===== config.mk =====
export PLATFORM = sky130hd
export DESIGN_NAME = bus_arbiter
export DESIGN_NICKNAME = d
export VERILOG_FILES = /design/src/rtl/bus_arb_pkg.sv /design/src/rtl/arb_pick.sv /design/src/rtl/bus_arbiter.sv
export SDC_FILE = /design/constraint.sdc
export NUM_CORES = 1
export LEC_CHECK = 0
export ABC_AREA = 1
export CORE_MARGIN = 10
export CORE_UTILIZATION = 53
export CTS_BUF_LIST = sky130_fd_sc_hd__clkbuf_4 sky130_fd_sc_hd__clkbuf_8 sky130_fd_sc_hd__clkbuf_16
export CTS_CLUSTER_DIAMETER = 60
export CTS_CLUSTER_SIZE = 10
export DETAILED_ROUTE_END_ITERATION = 8
export PLACE_DENSITY_LB_ADDON = 0.15
export SLEW_MARGIN = 5
export SYNTH_ARGS = -nofsm -noshare
export SYNTH_HDL_FRONTEND = slang
export SYNTH_SLANG_ARGS = --single-unit

===== constraint.sdc =====
create_clock -name clk -period 2.5 [get_ports clk]
set_input_delay 0.5 -clock clk [delete_from_list [all_inputs] [get_ports clk]]
set_output_delay 0.5 -clock clk [all_outputs]
set_load 0.005 [all_outputs]

===== src/rtl/bus_arb_pkg.sv =====
// bus_arb_pkg: shared types and helpers for the two-master, split-capable
// system bus arbiter (bus_arbiter and its picker arb_pick).
package bus_arb_pkg;

   localparam int NUM_MASTERS = 2;

   // Index of one of the two masters.
   typedef logic master_idx_t;

   // Arbiter sequencing states.
   typedef enum logic [1:0] {
      IDLE   = 2'd0,
      GRANT  = 2'd1,
      RESUME = 2'd2
   } arb_state_t;

   // One-hot master line for a master index.
   function automatic logic [NUM_MASTERS-1:0] master_onehot(input master_idx_t m);
      return (m == 1'b1) ? 2'b10 : 2'b01;
   endfunction

endpackage


===== src/rtl/arb_pick.sv =====
// arb_pick: combinational two-way picker. Takes the mask of eligible masters
// and returns the winner plus a valid flag.
// With BUS_ARB_ROUND_ROBIN_EN defined, a tie goes to the master named by the
// pointer input; otherwise master 0 always wins a tie and no pointer exists.
module arb_pick
   import bus_arb_pkg::*;
(
   input  logic [NUM_MASTERS-1:0] eligible,
`ifdef BUS_ARB_ROUND_ROBIN_EN
   input  master_idx_t            ptr,
`endif
   output master_idx_t            winner,
   output logic                   valid
);

   // Pick one eligible master; a tie is resolved by the build's policy
   always_comb begin
      winner = 1'b0;
      valid  = |eligible;
      case (eligible)
         2'b01:   winner = 1'b0;
         2'b10:   winner = 1'b1;
`ifdef BUS_ARB_ROUND_ROBIN_EN
         2'b11:   winner = ptr;
`else
         2'b11:   winner = 1'b0;
`endif
         default: winner = 1'b0;
      endcase
   end

endmodule


===== src/rtl/bus_arbiter.sv =====
// bus_arbiter: central arbiter for the serial system bus. Shares the bus
// between two masters and sequences a single outstanding split transaction:
// a splitting slave parks the owning master, the bus is handed to the other
// master, and the parked master is later resumed with split_grant to the
// slave that split.
// Optional feature macro: BUS_ARB_ROUND_ROBIN_EN (round-robin tie break);
// undefined gives fixed priority with master 0 winning ties.
// Every output is a registered decode of the current state, so each output
// changes one clock after the state transition that causes it.
module bus_arbiter
   import bus_arb_pkg::*;
#(
   parameter int NUM_SLAVES = 3,
   parameter int SIDX_WIDTH = 2
)
(
   input  logic                   clk,
   input  logic                   rst,
   input  logic [NUM_MASTERS-1:0] mbreq,
   input  logic [NUM_SLAVES-1:0]  ssplit,
   output logic [NUM_MASTERS-1:0] mgrant,
   output logic                   bus_owner,
   output logic [NUM_MASTERS-1:0] msplit,
   output logic [NUM_SLAVES-1:0]  split_grant,
   output logic                   split_err
);

   arb_state_t              state_r, state_s;
   master_idx_t             owner_r, owner_s;
   logic                    sp_valid_r, sp_valid_s;
   master_idx_t             sp_master_r, sp_master_s;
   logic [SIDX_WIDTH-1:0]   sp_slave_r, sp_slave_s;
   logic [NUM_SLAVES-1:0]   ssplit_q_r;

   logic [NUM_SLAVES-1:0]   rise_s;
   logic                    rise_any_s;
   logic [SIDX_WIDTH-1:0]   rise_idx_s;
   logic                    sp_pending_s;
   logic [NUM_MASTERS-1:0]  parked_s;
   logic [NUM_MASTERS-1:0]  eligible_s;
   master_idx_t             pick_winner_s;
   logic                    pick_valid_s;
   logic                    err_set_s;

   logic [NUM_MASTERS-1:0]  mgrant_r, mgrant_s;
   logic                    bus_owner_r, bus_owner_s;
   logic [NUM_MASTERS-1:0]  msplit_r, msplit_s;
   logic [NUM_SLAVES-1:0]   split_grant_r, split_grant_s;
   logic                    split_err_r, split_err_s;

`ifdef BUS_ARB_ROUND_ROBIN_EN
   master_idx_t             ptr_r, ptr_s;
`endif

   // Split edge detect, lowest rising slave, and the recorded slave's flag
   always_comb begin
      rise_s       = ssplit & ~ssplit_q_r;
      rise_any_s   = |rise_s;
      rise_idx_s   = {SIDX_WIDTH{1'b0}};
      sp_pending_s = 1'b0;
      for (int i = NUM_SLAVES - 1; i >= 0; i--) begin
         rise_idx_s   = rise_s[i] ? i[SIDX_WIDTH-1:0] : rise_idx_s;
         sp_pending_s = (sp_slave_r == i[SIDX_WIDTH-1:0]) ? ssplit[i] : sp_pending_s;
      end
   end

   // A parked master stays masked out of arbitration until its resume starts
   always_comb begin
      if (sp_valid_r && (state_r != RESUME)) begin
         parked_s = master_onehot(sp_master_r);
      end else begin
         parked_s = 2'b00;
      end
      eligible_s = mbreq & ~parked_s;
   end

   arb_pick u_pick (
      .eligible (eligible_s),
`ifdef BUS_ARB_ROUND_ROBIN_EN
      .ptr      (ptr_r),
`endif
      .winner   (pick_winner_s),
      .valid    (pick_valid_s)
   );

   // Next-state logic: arbitration, split recording and resume sequencing
   always_comb begin
      state_s     = state_r;
      owner_s     = owner_r;
      sp_valid_s  = sp_valid_r;
      sp_master_s = sp_master_r;
      sp_slave_s  = sp_slave_r;
      err_set_s   = 1'b0;
`ifdef BUS_ARB_ROUND_ROBIN_EN
      ptr_s       = ptr_r;
`endif
      case (state_r)
         IDLE: begin
            if (sp_valid_r && !sp_pending_s) begin
               state_s = RESUME;
            end else if (pick_valid_s) begin
               state_s = GRANT;
               owner_s = pick_winner_s;
`ifdef BUS_ARB_ROUND_ROBIN_EN
               ptr_s   = ~pick_winner_s;
`endif
            end else begin
               state_s = IDLE;
            end
         end
         GRANT: begin
            // A dropped request wins over a split arriving on the same edge
            if (!mbreq[owner_r]) begin
               state_s = IDLE;
            end else if (rise_any_s && !sp_valid_r) begin
               state_s     = IDLE;
               sp_valid_s  = 1'b1;
               sp_master_s = owner_r;
               sp_slave_s  = rise_idx_s;
            end else begin
               state_s = GRANT;
            end
            // Only one split may be outstanding; a second one is an error
            if (rise_any_s && sp_valid_r) begin
               err_set_s = 1'b1;
            end else begin
               err_set_s = 1'b0;
            end
         end
         RESUME: begin
            if (!mbreq[sp_master_r]) begin
               state_s    = IDLE;
               sp_valid_s = 1'b0;
            end else begin
               state_s = RESUME;
            end
         end
         default: begin
            state_s    = IDLE;
            sp_valid_s = 1'b0;
         end
      endcase
   end

   // State, split record and split-flag history registers
   always_ff @(posedge clk or posedge rst) begin
      if (rst) begin
         state_r     <= IDLE;
         owner_r     <= 1'b0;
         sp_valid_r  <= 1'b0;
         sp_master_r <= 1'b0;
         sp_slave_r  <= {SIDX_WIDTH{1'b0}};
         ssplit_q_r  <= {NUM_SLAVES{1'b0}};
      end else begin
         state_r     <= state_s;
         owner_r     <= owner_s;
         sp_valid_r  <= sp_valid_s;
         sp_master_r <= sp_master_s;
         sp_slave_r  <= sp_slave_s;
         ssplit_q_r  <= ssplit;
      end
   end

`ifdef BUS_ARB_ROUND_ROBIN_EN
   // Round-robin pointer: names the master that wins the next tie
   always_ff @(posedge clk or posedge rst) begin
      if (rst) begin
         ptr_r <= 1'b0;
      end else begin
         ptr_r <= ptr_s;
      end
   end
`endif

   // Output decode from the current state; bus_owner holds while idle
   always_comb begin
      mgrant_s      = 2'b00;
      bus_owner_s   = bus_owner_r;
      split_grant_s = {NUM_SLAVES{1'b0}};
      msplit_s      = parked_s;
      split_err_s   = split_err_r | err_set_s;
      case (state_r)
         GRANT: begin
            mgrant_s    = master_onehot(owner_r);
            bus_owner_s = owner_r;
         end
         RESUME: begin
            mgrant_s    = master_onehot(sp_master_r);
            bus_owner_s = sp_master_r;
            for (int i = 0; i < NUM_SLAVES; i++) begin
               split_grant_s[i] = (sp_slave_r == i[SIDX_WIDTH-1:0]);
            end
         end
         default: begin
            mgrant_s = 2'b00;
         end
      endcase
   end

   // Output registers; reset drops every grant immediately
   always_ff @(posedge clk or posedge rst) begin
      if (rst) begin
         mgrant_r      <= 2'b00;
         bus_owner_r   <= 1'b0;
         msplit_r      <= 2'b00;
         split_grant_r <= {NUM_SLAVES{1'b0}};
         split_err_r   <= 1'b0;
      end else begin
         mgrant_r      <= mgrant_s;
         bus_owner_r   <= bus_owner_s;
         msplit_r      <= msplit_s;
         split_grant_r <= split_grant_s;
         split_err_r   <= split_err_s;
      end
   end

   assign mgrant      = mgrant_r;
   assign bus_owner   = bus_owner_r;
   assign msplit      = msplit_r;
   assign split_grant = split_grant_r;
   assign split_err   = split_err_r;

endmodule


==> results.md <==
* CP Launch Type: flip-flop
* CTS buffer count at 3
* Count leader, synth: dfrtp_1
* Flops & latches, synth at 19
* Largest net degree at the start of global routing at 20
* HP Class: flip-flop to flip-flop
* Setup ws final at around 0.82 ns
* Cell area after synthesis at between 800 and 900 um^2
* Initial antenna violation count at 0
* I/O Buffers at 15
* N_diodes at 0
* Primary FF master, synth: dfrtp_1
* Hold path startpoint: split_err
* Placer Congestion at around 0.92
* Layout Nets at 127
* Final hold violations at 0
* Vias in the first global route at 698
* DIE AREA at 3700 um^2
* GRT overflow at 0
* Slowest CP cell: clkdlybuf4s50_1
* Fin crit period at 1.68 ns
* CTS resizes at 0
* Die width at 60.8 um
* Initial DRC count at 15
* Worst skew pair latency at ~0.31 ns
* Cells after synthesis at 96
* Placed Area at roughly 1100 um^2
* Max incr delay on CP at 0.50 ns
* Synth warnings at 0
* Stages on worst setup path at 1
* Row Count at 14
* Remaining DRCs at 0
* Worst path cell trace: clkdlybuf4s50_1
* Setup TNS at 0 ns
* WL per Instance at approximately 13 um
* Core region area at 1540 um^2
* All-Layer GR Usage at 0.105
* Kind of critical path: flip-flop to output port
* Final Power at roughly 1.1 mW
* Via Count at between 600 and 700
* Crit end category: output port
* Final ANT Viol Nets at 0
* Max-cap viol count at 0
* Max Fanout on Critical Path at 2
* Max-slew headroom at 0.538
* Fmax at 0.594 GHz
* Htree depth at 1
* CP Launch Point: bus_owner
* Final Max Slew Viols at 0
* Synthesis-to-finish area growth at 22.7%
* Setup crit end: bus_owner
* I/O pin count at 16
* Worst R2R Path Depth at 9
* Worst reg2reg path startpoint: state_r[1]
* DPL Wire Length at 1.35 mm
* Vias/cell at 5.28
* Layout cell share with drive strength beyond 1 at 0.139
* Worst path top cell family by delay: buffers and inverters
* Slew @ Worst Pin at 0.692 ns
* Clock skew at approximately 0.012 ns
* Synth area leaders: dfrtp_1 (54%), nand2_1 (7.2%), inv_1 (6.8%)
* Final Non-Filler Cells at 131
* Critical Path RT at about 2 ns
* Commonest cells in the netlist: dfrtp_1 (19), nand2_1 (17), inv_1 (16)
* Clock slew at reported path FFs at ~0.11 ns
* Pwr Density at 1020 nW/um^2
* Initial DRT Pass Iterations at 4
* RR Endpoint: sp_slave_r[0]
* DP Worst Slack at 0.808 ns
* Setup slack, reg-to-reg at 1.03 ns
* Leakage at around 0.54 nW
* Largest area contributor in the netlist: dfrtp_1
* Worst EP arrival at 1.18 ns
* Post-synthesis sequential area ratio at 0.539
* First-pass GRT wire length at 2.97 mm
* Post-synth EDFFs at 0
* Mapped Avg Cell Area at 9.19 um^2
* CTS Hold Bufs at 0
* Routed wire length at 1.74 mm
* Clk sinks at 19
* Post-CTS setup buffers at 0
* Hold slack final at 0.492 ns
* Netlist cell types at 22
* Period utilization at 0.673
* Status: finished clean
* Final setup violation count at 0
* Post-synth ARST share at 1.00
* Highest ir drop seen on vdd at 0.568 mV
* CTS tree: yes
* Final instance area at ~1100 um^2
* Final core occ at 0.702
* Die height at 60.8 um
* Root buf cell: clkbuf_4
* Area share of the largest cell type after synthesis at 0.539
* Worst Path Buf+Inv at 1
* RSZ-0062 raised after global routing: no
* Syn nets at between 100 and 150
* Placed insts at 127
* Clock buffer depth at 2
* Initial core utilization at 0.572
## sequential cells by signal (all words and copies together) (netlist names)
signal,cells
bus_owner,1
sp_slave_r,2
ssplit_q_r,3
msplit,2
mgrant,2
split_grant,3
sp_valid_r,1
state_r,2
split_err,1
owner_r,1
sp_master_r,1
## cells in the final DEF (no fill, tap or decap)
cell             count
a21boi_1             1
a21oi_1              4
a21oi_2              1
a31o_2               1
a31oi_1              1
clkbuf_4             4
clkdlybuf4s50_1     15
dfrtp_1             19
ha_1                 4
inv_1               16
inv_2                4
nand2_1             17
nand2_2              1
nand3_1              8
nand3_2              1
nand3_4              1
nand3b_2             1
nand4_1              1
nor2_1               4
nor2_2               2
nor3_1               3
o21a_1               1
o21ai_0              1
o21ai_1              4
## area by class of cell
class	instances	area (um^2)
clock buffers	4	30.0
flip-flops and latches	19	475
fillers	118	459
repair buffers	15	150
multi-input cells	57	332
well taps	16	20.0
inverters	20	75.1
## where the power goes
part | switching [mW] | internal (mW) | total [mW]
Sequential | 0.0908 | 0.396 | 0.487
Clock | 0.0980 | 0.0731 | 0.171
Combinational | 0.239 | 0.206 | 0.445
Total | 0.427 | 0.676 | 1.10
## layer usage
metal  GRT usage  vias to the layer above  part of all wire
met5           0                        -                 0
met4      0.0627                        0             0.023
met3      0.0313                        5              0.11
met2       0.164                       34              0.47
met1       0.123                      310              0.40
li1            -                      343                 -
## kinds of logic (layout without fill, tap and decap cells)
kind of cell	count (synthesis)	after routing	synth area share
fa+ha+maj	4	4	0.0567
flops	19	19	0.539
compound gates	14	14	0.0950
simple gates	39	39	0.224
buf+inv	20	39	0.0851
## worst min-delay path by stage
stage | endpoint | slack, ns | depth (start not counted)
6_report | split_err | 0.49 | 1
5_1_grt | split_err | 0.52 | 1
4_1_cts | split_err | 0.50 | 1
3_5_place_dp | split_err | 0.47 | 1
3_3_place_gp | split_err | 0.47 | 1
2_1_floorplan | bus_owner | 0.45 | 1
No activity file was read; power rests on OpenSTA's default activity.
